==> src/rtl/shift_pipe.sv <==
// shift_pipe: two-stage LSL/LSR/ASR/ROR shifter with valid/ready handshake and whole-pipe stall.
// Define SHIFT_PIPE_ROR_EN to build the rotate mode; otherwise mode 11 behaves as LSR.
module shift_pipe #(
    parameter int WIDTH = 32
) (
    input  logic             clk,
    input  logic             rst,
    input  logic             EN,
    input  logic             in_valid,
    output logic             in_ready,
    input  logic [WIDTH-1:0] value1,
    input  logic [WIDTH-1:0] value2,
    input  logic [3:0]       shift_hex,
    input  logic [1:0]       mode,
    output logic             out_valid,
    input  logic             out_ready,
    output logic [WIDTH-1:0] value_out,
    output logic             carry_out,
    output logic             oversize
);
    localparam int SW = $clog2(WIDTH);
    // wide enough that lo + shift_hex never wraps, even for narrow datapaths
    localparam int AW = (SW + 1 > 5) ? SW + 1 : 5;
    logic             w_adv;
    logic [SW-1:0]    w_lo;
    logic [AW-1:0]    w_amt;
    logic             w_ovf;
    logic             r_s1_valid;
    logic [WIDTH-1:0] r_v1;
    logic [1:0]       r_mode;
    logic [SW-1:0]    r_sh;
    logic             r_ovf;
    logic [WIDTH:0]   w_lsl;
    logic [WIDTH:0]   w_lsr;
    logic [WIDTH:0]   w_asr;
    logic [WIDTH-1:0] w_res;
    logic             w_c;
    assign w_adv = EN & (~out_valid | out_ready);
    assign in_ready = w_adv;
    assign w_lo = value2[SW-1:0];
    assign w_amt = (w_lo == '0) ? AW'(shift_hex) + AW'(1) : AW'(w_lo) + AW'(shift_hex);
    assign w_ovf = (|value2[WIDTH-1:SW]) | (w_amt >= AW'(WIDTH));
    // an extra bit alongside the operand catches the last bit shifted out
    assign w_lsl = {1'b0, r_v1} << r_sh;
    assign w_lsr = {r_v1, 1'b0} >> r_sh;
    assign w_asr = $signed({r_v1, 1'b0}) >>> r_sh;
`ifdef SHIFT_PIPE_ROR_EN
    logic [WIDTH-1:0] w_ror;
    assign w_ror = (r_v1 >> r_sh) | (r_v1 << (WIDTH - int'(r_sh)));
`endif
    always_comb begin
        w_res = '0;
        w_c = 1'b0;
        case (r_mode)
            2'b00: {w_c, w_res} = r_ovf ? '0 : w_lsl;
            2'b10: {w_res, w_c} = r_ovf ? {(WIDTH + 1){r_v1[WIDTH-1]}} : w_asr;
`ifdef SHIFT_PIPE_ROR_EN
            2'b11: begin
                w_res = w_ror;
                w_c = (r_sh != '0) & w_ror[WIDTH-1];
            end
`endif
            default: {w_res, w_c} = r_ovf ? '0 : w_lsr;
        endcase
    end
    always_ff @(posedge clk or posedge rst) begin
        if (rst) begin
            r_s1_valid <= 1'b0;
            r_v1 <= '0;
            r_mode <= '0;
            r_sh <= '0;
            r_ovf <= 1'b0;
            out_valid <= 1'b0;
            value_out <= '0;
            carry_out <= 1'b0;
            oversize <= 1'b0;
        end else if (w_adv) begin
            r_s1_valid <= in_valid;
            r_v1 <= value1;
            r_mode <= mode;
            r_sh <= w_amt[SW-1:0];
            r_ovf <= w_ovf;
            out_valid <= r_s1_valid;
            value_out <= w_res;
            carry_out <= w_c;
            oversize <= r_ovf;
        end
    end
endmodule

==> config.mk <==
export PLATFORM = sky130hd
export DESIGN_NAME = shift_pipe
export DESIGN_NICKNAME = d
export VERILOG_FILES = /design/src/rtl/shift_pipe.sv
export SDC_FILE = /design/constraint.sdc
export NUM_CORES = 1
export LEC_CHECK = 0
export CORE_ASPECT_RATIO = 1.5
export CORE_MARGIN = 2
export CORE_UTILIZATION = 57
export CTS_BUF_LIST = sky130_fd_sc_hd__clkbuf_16
export DETAILED_ROUTE_END_ITERATION = 10
export PLACE_DENSITY_LB_ADDON = 0.2
export SLEW_MARGIN = 20
export SYNTH_ARGS = -nofsm -noshare
export SYNTH_HDL_FRONTEND = slang
export SYNTH_SLANG_ARGS = --single-unit
==> constraint.sdc <==
create_clock -name clk -period 3.35 [get_ports clk]
set_input_delay 1.005 -clock clk [delete_from_list [all_inputs] [get_ports clk]]
set_output_delay 1.005 -clock clk [all_outputs]
set_load 0.01 [all_outputs]
# [Word-level counts from Yosys, hierarchy flattened]
# Cells that the tools add are included.
# W data, S select, Z words.
[op_classes] addsub=2 order_cmp=1 eq_ne=1 shifts=3 n_mux=6 n_bitwise=4 n_reduce_logical=3
[ops] operator="$mux W33" count=3
[ops] operator="$pmux W32 S2" count=1
[ops] operator="$shl A32 B5 Y33" count=1
[ops] operator="$shr A33 B5 Y33" count=1
[ops] operator="$sshr A33 B5 Y33" count=1
[ops] operator="$reduce_or A27 Y1" count=1
[ops] operator="$add A5 B4 Y6" count=1
[ops] operator="$ge A6 B6 Y1 const B" count=1
[ops] operator="$mux W6" count=1
[ops] operator="$add A4 B1 Y5 const B" count=1
[ops] operator="$logic_not A5 Y1" count=1
[ops] operator="$eq A2 B2 Y1 const B" count=1
[ops] operator="$logic_not A2 Y1" count=1
[ops] operator="$or A1 B1 Y1" count=2
[ops] operator="$pmux W1 S2" count=1
[ops] operator="$and A1 B1 Y1" count=1
[ops] operator="$not A1 Y1" count=1
[totals] regBits=76 input_bits=75 output_inout_bits=36 wordCells=29

# [Logic depth before layout (Yosys ltp)]
# Gate-level depths: netlist of the first run.
[logic_depth] word_depth=4 depth_mapped=10 ltp_nobuf=8

# [Worst setup path after synthesis of the first run]
# Ideal clock, no wire load.
[synth_timing] kind="input to output" startpoint="in out_ready" endpoint="out in_ready" arrival_ns=1.902 required_time_ns=2.345 slack_ns=0.443 cell_stages=4 path_buffers=2 path_cell_list="o21ai_0 -> inv_1 -> clkbuf_1 -> clkbuf_1"
[synth_via] elab_chain_len=2
[synth_lines] item="start, declared" line="16" rtl="input logic out_ready,"
[synth_lines] item="$or A1 B1 Y1" line="38" rtl="assign w_adv = EN & (~out_valid | out_ready);"
[synth_lines] item="$and A1 B1 Y1" line="38"
[synth_lines] item="end, declared" line="10" rtl="output logic in_ready,"
# Every way passes these cells.

# [Worst setup path after layout of the first run]
# Same ends and word-level chain as after synthesis.

==> results of run 1 <==
==> synthesized netlist by cell type (10+ instances only) <==
cell / instances / area, µm²
o21ai_0: 50 / 250
nor3_1: 22 / 110
nand3_1: 13 / 65.1
mux2i_1: 58 / 581
nand2_1: 178 / 668
mux4_2: 57 / 1280
mux2_2: 44 / 495
a21oi_1: 60 / 300
buf_1: 13 / 48.8
o211ai_1: 11 / 82.6
buf_2: 26 / 130
nor2_1: 97 / 364
dfrtp_1: 76 / 1900
nor4_1: 10 / 62.6
inv_1: 10 / 37.5
clkbuf_1: 50 / 188
a211oi_1: 11 / 82.6
o22ai_1: 12 / 75.1
==> worst paths after layout <==
| path | endpoint | slack, ns | cells past startpoint |
|---|---|---|---|
| min in group asynchronous | r_v1[25]$_DFFE_PP0P_ | 1.05 | 3 |
| max in group asynchronous | r_v1[15]$_DFFE_PP0P_ | 1.92 | 3 |
| worst min register to register | oversize$_DFFE_PP0P_ | 0.49 | 2 |
| worst max-delay path | in_ready | 0.05 | 4 |
| worst min-delay path | oversize$_DFFE_PP0P_ | 0.49 | 2 |
| worst max register to register | value_out[6]$_DFFE_PP0P_ | 0.40 | 6 |
==> cells by family after synthesis <==
kind of cell / synth area share (%)
adders and majority gates: 0.997
and+or+nand+nor: 18.8
muxes: 29.4
AOI/OAI and AO/OA: 19.5
DFF: 23.0
buffers and inverters: 7.90
xor gates and xnor gates: 0.423
==> state kept, by name, summed over array words and instances, names as in the netlist <==
signal,flops
carry_out,1
out_valid,1
oversize,1
r_mode,2
r_ovf,1
r_s1_valid,1
r_sh,5
r_v1,32
value_out,32
==> through the flow <==
step	cell area [µm²]	std cells	util (%)	setup slack (ns)	hold WS, ns
final	9800	1242	68.1	0.0455	0.487
after global routing	9800	1242	68.1	0.0360	0.508
after CTS	9800	1242	68.1	0.0368	0.486
after detailed placement	9500	1226	66.0	0.0463	0.468
after global placement	9500	1226	66.0	0.0572	0.459
after floorplan	8280	978	-	0.407	0.446
==> area by class of cell <==
cell class,count,share of cell area [%]
Multi-Input combinational cell,777,58.5
Sequential cell,76,19.5
Timing Repair Buffer,164,15.9
Tap cell,196,2.50
Clock buffer,9,2.30
Clock inverter,7,0.778
Inverter,13,0.510
==> power groups by stage <==
stage                     Sequential, W  Combinational [W]  Clock, W
after global routing            0.00153            0.00383   0.00107
final                           0.00150            0.00364   0.00104
after detailed placement        0.00150            0.00351         0
after floorplan                 0.00124            0.00256         0
after CTS                       0.00149            0.00353   0.00104
after global placement          0.00149            0.00348         0
==> worst reg2reg max path: cells and delay by family (launching register included) <==
family / cells / cell delay, ns
multiplexers: 1 / 0.39
buffers and inverters: 1 / 0.40
AO/OA/AOI/OAI: 3 / 1.12
flip-flops: 1 / 0.81
AND/OR/NAND/NOR: 1 / 0.11
==> metal layers <==
layer  global-route usage (%)  up-vias  part of all wire [%]
met2                     64.2      570                    46
met5                        0        -                     0
met4                     26.9        0                   7.7
met3                     7.02      141                   8.8
met1                     53.5     4062                    37
li1                         -     3758                     -
==> results by group, run 1 <==
Clocking
  • Num CTS Buffers: 9
  • CTS H-tree lvls: 3
  • CTS root buffer: clkbuf_16
  • Clk buf depth: 2
  • Later-pin clock latency in the skew report: 0.36 ns
  • Sink Count: 76
  • CTS tree: done
  • CTS-repair resized insts: 0
  • Clk pin slew, worst setup/hold paths: roughly 0.07 ns
  • Post-CTS Hold Fix Bufs: 0
  • Setup Fix Bufs, Post-CTS: 0

Cells and area
  • Fill cells: 1,227
  • Area occupied by multi-input gates: 5740 µm²
  • Diode count: 0
  • Most frequent cells in the layout: nand2_1, clkdlybuf4s50_1, nor2_1, dfrtp_1, a21oi_1
  • Post-layout nets: 1,122
  • Commonest non-fill, non-tap cell in the layout: nand2_1
  • Reg area: 1910 µm²
  • Area added between synthesis and finish: 18.4%
  • Layout cell share with drive strength beyond 1: 18.4%

Critical path
  • CP Capture Type: output port
  • Crit path kind: primary input to output port
  • Most used cell, CP: clkdlybuf4s50_1
  • Bufs and invs on worst path: 3
  • Crit path max-delay family: buffers and inverters
  • Crit path DAT: 2.30 ns
  • CP Data Required Time: 2.34 ns
  • Worst path slowest cell: clkdlybuf4s50_1
  • Critical path origin: out_ready
  • Critical Path Fanout Max: 2
  • RR Startpoint: r_sh[1]$_DFFE_PP0P_
  • Crit path cell chain: clkdlybuf4s50_1 -> o21ai_4 -> inv_2 -> clkdlybuf4s50_1
  • Type of origin of the critical path: primary input
  • Max incr delay on CP: 0.49 ns

Global route
  • All-layer global routing usage: 41.6%
  • Largest net degree at the start of global routing: between 70 and 80
  • Total gr overflow: 0
  • Vias in the first global route: 8,048
  • Initial antenna violation count: 0
  • First-pass GRT wire length: 48,000 µm

Floorplanning
  • Placement Rows: 54
  • Die Span X: 102 µm
  • Initial core utilization: 57.6%
  • Die height: 152 µm
  • DIE AREA: 15,500 µm²
  • Core area: 14,400 µm²
  • Io pins: around 110

Place
  • Placed wire-length estimate: 23,200 µm
  • Buffers on Ports: 110
  • Placer congestion estimate: 1.06

Power and ir drop
  • PD cells: roughly 630 nW/µm²
  • Pwr Total: about 0.0062 W
  • Internal: 0.00330 W
  • Leakage: 3.93 nW
  • Clock Power Share: 16.9%
  • Gate power share: 58.9%
  • Switching power: about 0.0029 W
  • Maximum vdd drop: 0.314 mV
  • Seq pwr share: 24.3%
  • Switch share: a little under half

Min path
  • Hold Path Class: register to register
  • HP Start: oversize$_DFFE_PP0P_

Routing
  • Routed len/inst: 25.5 µm
  • Drt first pass iters: 5
  • Iter 0 DRT Violations: 919
  • Remaining DRCs: 0
  • DRT antenna net count: 0
  • Vias per cell: roughly 7
  • Drt total wl: 31,600 µm
  • DR vias: 8,531

Logic synthesis
  • Yosys cell types: between 80 and 90
  • Post-synth EDFFs: 0
  • Synthesized area per cell: between 8 and 9 µm²
  • Mapped Cells: 978
  • Sequential share of the synthesized area: 23.0%
  • Netlist Area Pre-Place: about 8300 µm²
  • Post-Syn Nets: 1,059
  • Post-synthesis register bit count: 76
  • Synth Flop Type: dfrtp_1
  • Ys async rst share: 100%
  • Ys Warns: 0

STA
  • Final min period: 3.30 ns
  • Pins Over Slew Limit: 0
  • Total count of hold-check failures in the final report: 0
  • Slew headroom: between 40 and 50%
  • Final setup fails: 0
  • Worst Skew: 0.0117 ns
  • Final period utilization: between 90 and 100%
  • F_max: 303 MHz
  • RSZ-0062 raised after global routing: false
  • Setup TNS: 0 ns
  • Slew @ Worst Pin: 0.844 ns

Status
  • Status: completed

Flow run
  • Max Cap Viol: 0
(Power assumes the default switching activity.)
==> run 2, diff against run 1 <==
- CORE_UTILIZATION: 57 -> 30
- GPL_ROUTABILITY_DRIVEN: default -> 0
- TNS_END_PERCENT: default -> 30
==> results by group, run 2 (synthesis results as in run 1) <==
Cells and area
  • Top flop regs: r_v1: 32 flops, value_out: 32 flops, r_sh: 5 flops
  • Diode count: 0 (unchanged)
  • Post-layout nets: 1,116 (-0.53%)
  • Fill cells: 2,872 (+130%)
  • Fin util: 36.5% (-32 points)
  • Finished Layout Cells: 1,382 (+11%)
  • Most frequent cells in the layout: nand2_1, clkdlybuf4s50_1, nor2_1, dfrtp_1, a21oi_1
  • Area added between synthesis and finish: 19.8%
  • Layout cell share with drive strength beyond 1: 17.6% (-0.76 points)
  • Commonest non-fill, non-tap cell in the layout: nand2_1

Floorplanning
  • Core area: 27,200 µm² (+89%)
  • Io pins: 111 (unchanged)
  • Die height: 208 µm (+37%)
  • Placement Rows: 74 (+37%)
  • DIE AREA: 29,000 µm² (+87%)
  • Die Span X: 140 µm (+36%)
  • Initial core utilization: 30.4% (-27 points)

Critical path
  • Crit path max-delay family: buffers and inverters
  • Crit path DAT: 2.07 ns (-0.23 ns)
  • Crit path kind: primary input to output port
  • Max incr delay on CP: 0.50 ns (about the same)
  • CP Data Required Time: 2.34 ns (about the same)
  • Type of origin of the critical path: primary input
  • Worst path slowest cell: clkdlybuf4s50_1
  • RR Startpoint: r_sh[1]$_DFFE_PP0P_
  • Reg2Reg Setup Slack: 0.46 ns (+0.06 ns)
  • Reg2reg path depth: 7 (+1)
  • Critical Path Fanout Max: 2 (unchanged)
  • Crit path cell chain: clkdlybuf4s50_1 -> o21ai_4 -> inv_2 -> dlygate4sd2_1
  • FF-to-FF End: value_out[18]$_DFFE_PP0P_
  • CP Capture Type: output port
  • Bufs and invs on worst path: 3 (unchanged)

Min path
  • Hold Path Class: register to register
  • HP Start: r_s1_valid$_DFFE_PP0P_
  • Hold path cells: 2 (unchanged)
  • Worst Hold End: r_s1_valid$_DFFE_PP0P_

Clocking
  • Clk buf depth: 2 (unchanged)
  • CTS root buffer: clkbuf_16
  • CTS H-tree lvls: 3 (unchanged)
  • Sink Count: 76 (unchanged)
  • Setup Fix Bufs, Post-CTS: 0 (unchanged)
  • Clk pin slew, worst setup/hold paths: 0.06 ns (about the same)
  • CTS tree: done
  • Later-pin clock latency in the skew report: 0.36 ns (about the same)
  • Num CTS Buffers: 9 (unchanged)

Power and ir drop
  • Leakage: 3.91 nW (-0.68%)
  • PD cells: 614 nW/µm² (-2.6%)
  • Pwr Total: 0.00609 W (-1.5%)
  • Maximum vdd drop: 0.319 mV (+1.3%)

Routing
  • DR vias: 8,315 (-2.5%)
  • Remaining DRCs: 0 (unchanged)
  • Iter 0 DRT Violations: 830 (-9.7%)
  • DRT antenna net count: 0 (unchanged)
  • Drt first pass iters: 7 (+2)
  • Routed len/inst: 24.1 µm (-5.4%)
  • Vias per cell: 6.02 (-12%)
  • Drt total wl: 33,300 µm (+5.2%)

Place
  • Dpl cells: 1,366 (+11%)
  • Placed wire-length estimate: 25,100 µm (+8.4%)
  • Buffers on Ports: 110 (unchanged)

Global route
  • Largest net degree at the start of global routing: 56 (-27%)
  • Vias in the first global route: 8,223 (+2.2%)
  • Initial antenna violation count: 0 (unchanged)
  • All-layer global routing usage: 22.7% (-19 points)
  • Total gr overflow: 0 (unchanged)
  • First-pass GRT wire length: 51,000 µm (+6.4%)

Flow run
  • Max Cap Viol: 0 (unchanged)

STA
  • Total count of hold-check failures in the final report: 0 (unchanged)
  • Final setup fails: 0 (unchanged)
  • Worst Skew: 0.00520 ns (-0.00648 ns)
  • F_max: 325 MHz (+7.5%)
  • Slew @ Worst Pin: 0.837 ns (-0.00710 ns)
  • Pins Over Slew Limit: 0 (unchanged)
  • RSZ-0062 raised after global routing: false
  • Final period utilization: 91.8% (-6.8 points)
  • Final min period: 3.08 ns (-0.229 ns)
  • Slew headroom: 42.7% (-0.49 points)

Status
  • Status: completed
## run 2: cell types whose count changed in the layout (fill, tap and decap cells not counted), sizes merged
cell,previous run,this run
clkdlybuf4s50,110,109
buf,54,48
clkinvlp,2,1
clkinv,5,6
dlygate4sd2,0,1
## run 2: tightest hold or removal path: stages, from the launching register on
cell and delay (ns):
dfrtp_1 0.35, nand2_1 0.05, nand2_1 0.05
## run 2: final cells by class
type                            count  area [µm²]  share of cell area, %
Multi-Input combinational cell    777        5740                   57.8
Sequential cell                    76        1910                   19.3
Timing Repair Buffer              158        1510                   15.2
Tap cell                          342         428                   4.31
Clock buffer                        9         225                   2.27
Clock inverter                      7        58.8                  0.593
Inverter                           13        50.0                  0.504
## run 2: timing repair
| action | CTS | global route |
|---|---|---|
| hold buffers | 0 | 0 |
| endpoints found under the setup margin | 1 | 0 |
| resized for setup | 1 | 0 |
## run 2: worst max-delay path by stage
| stage | from | end | slack (ns) | depth (start not counted) |
|---|---|---|---|---|
| final | EN | in_ready | 0.27 | 4 |
| after global routing | EN | in_ready | 0.26 | 4 |
| after CTS | EN | in_ready | 0.26 | 4 |
| after detailed placement | EN | in_ready | -0.005 | 4 |
| after global placement | EN | in_ready | -0.03 | 4 |
| after floorplan | rst | carry_out$_DFFE_PP0P_ | 0.41 | 1 |
## run 2: where the power goes
| group | internal (W) | switching [W] | leakage [nW] | total (W) |
|---|---|---|---|---|
| Sequential | 0.00109 | 0.000444 | 0.935 | 0.00153 |
| Clock | 0.000565 | 0.000398 | 0.141 | 0.000963 |
| Combinational | 0.00161 | 0.00199 | 2.83 | 0.00360 |
## run 2: metal layers
layer	track usage [%]	part of all wire, %	up-vias
li1	-	-	3744
met2	37.0	48	402
met4	15.0	7.2	0
met5	0	0	-
met3	3.62	5.6	133
met1	27.7	39	4036
## run 2: through the flow
step	hold slack [ns]	area [µm²]	setup TNS (ns)	worst slack, ns
detailed placement	0.480	9640	-0.00509	-0.00509
finish	0.485	9920	0	0.275
CTS	0.492	9920	0	0.259
floorplan	0.446	8280	0	0.407
global route	0.515	9920	0	0.256
global placement	0.462	9640	-0.0261	-0.0261
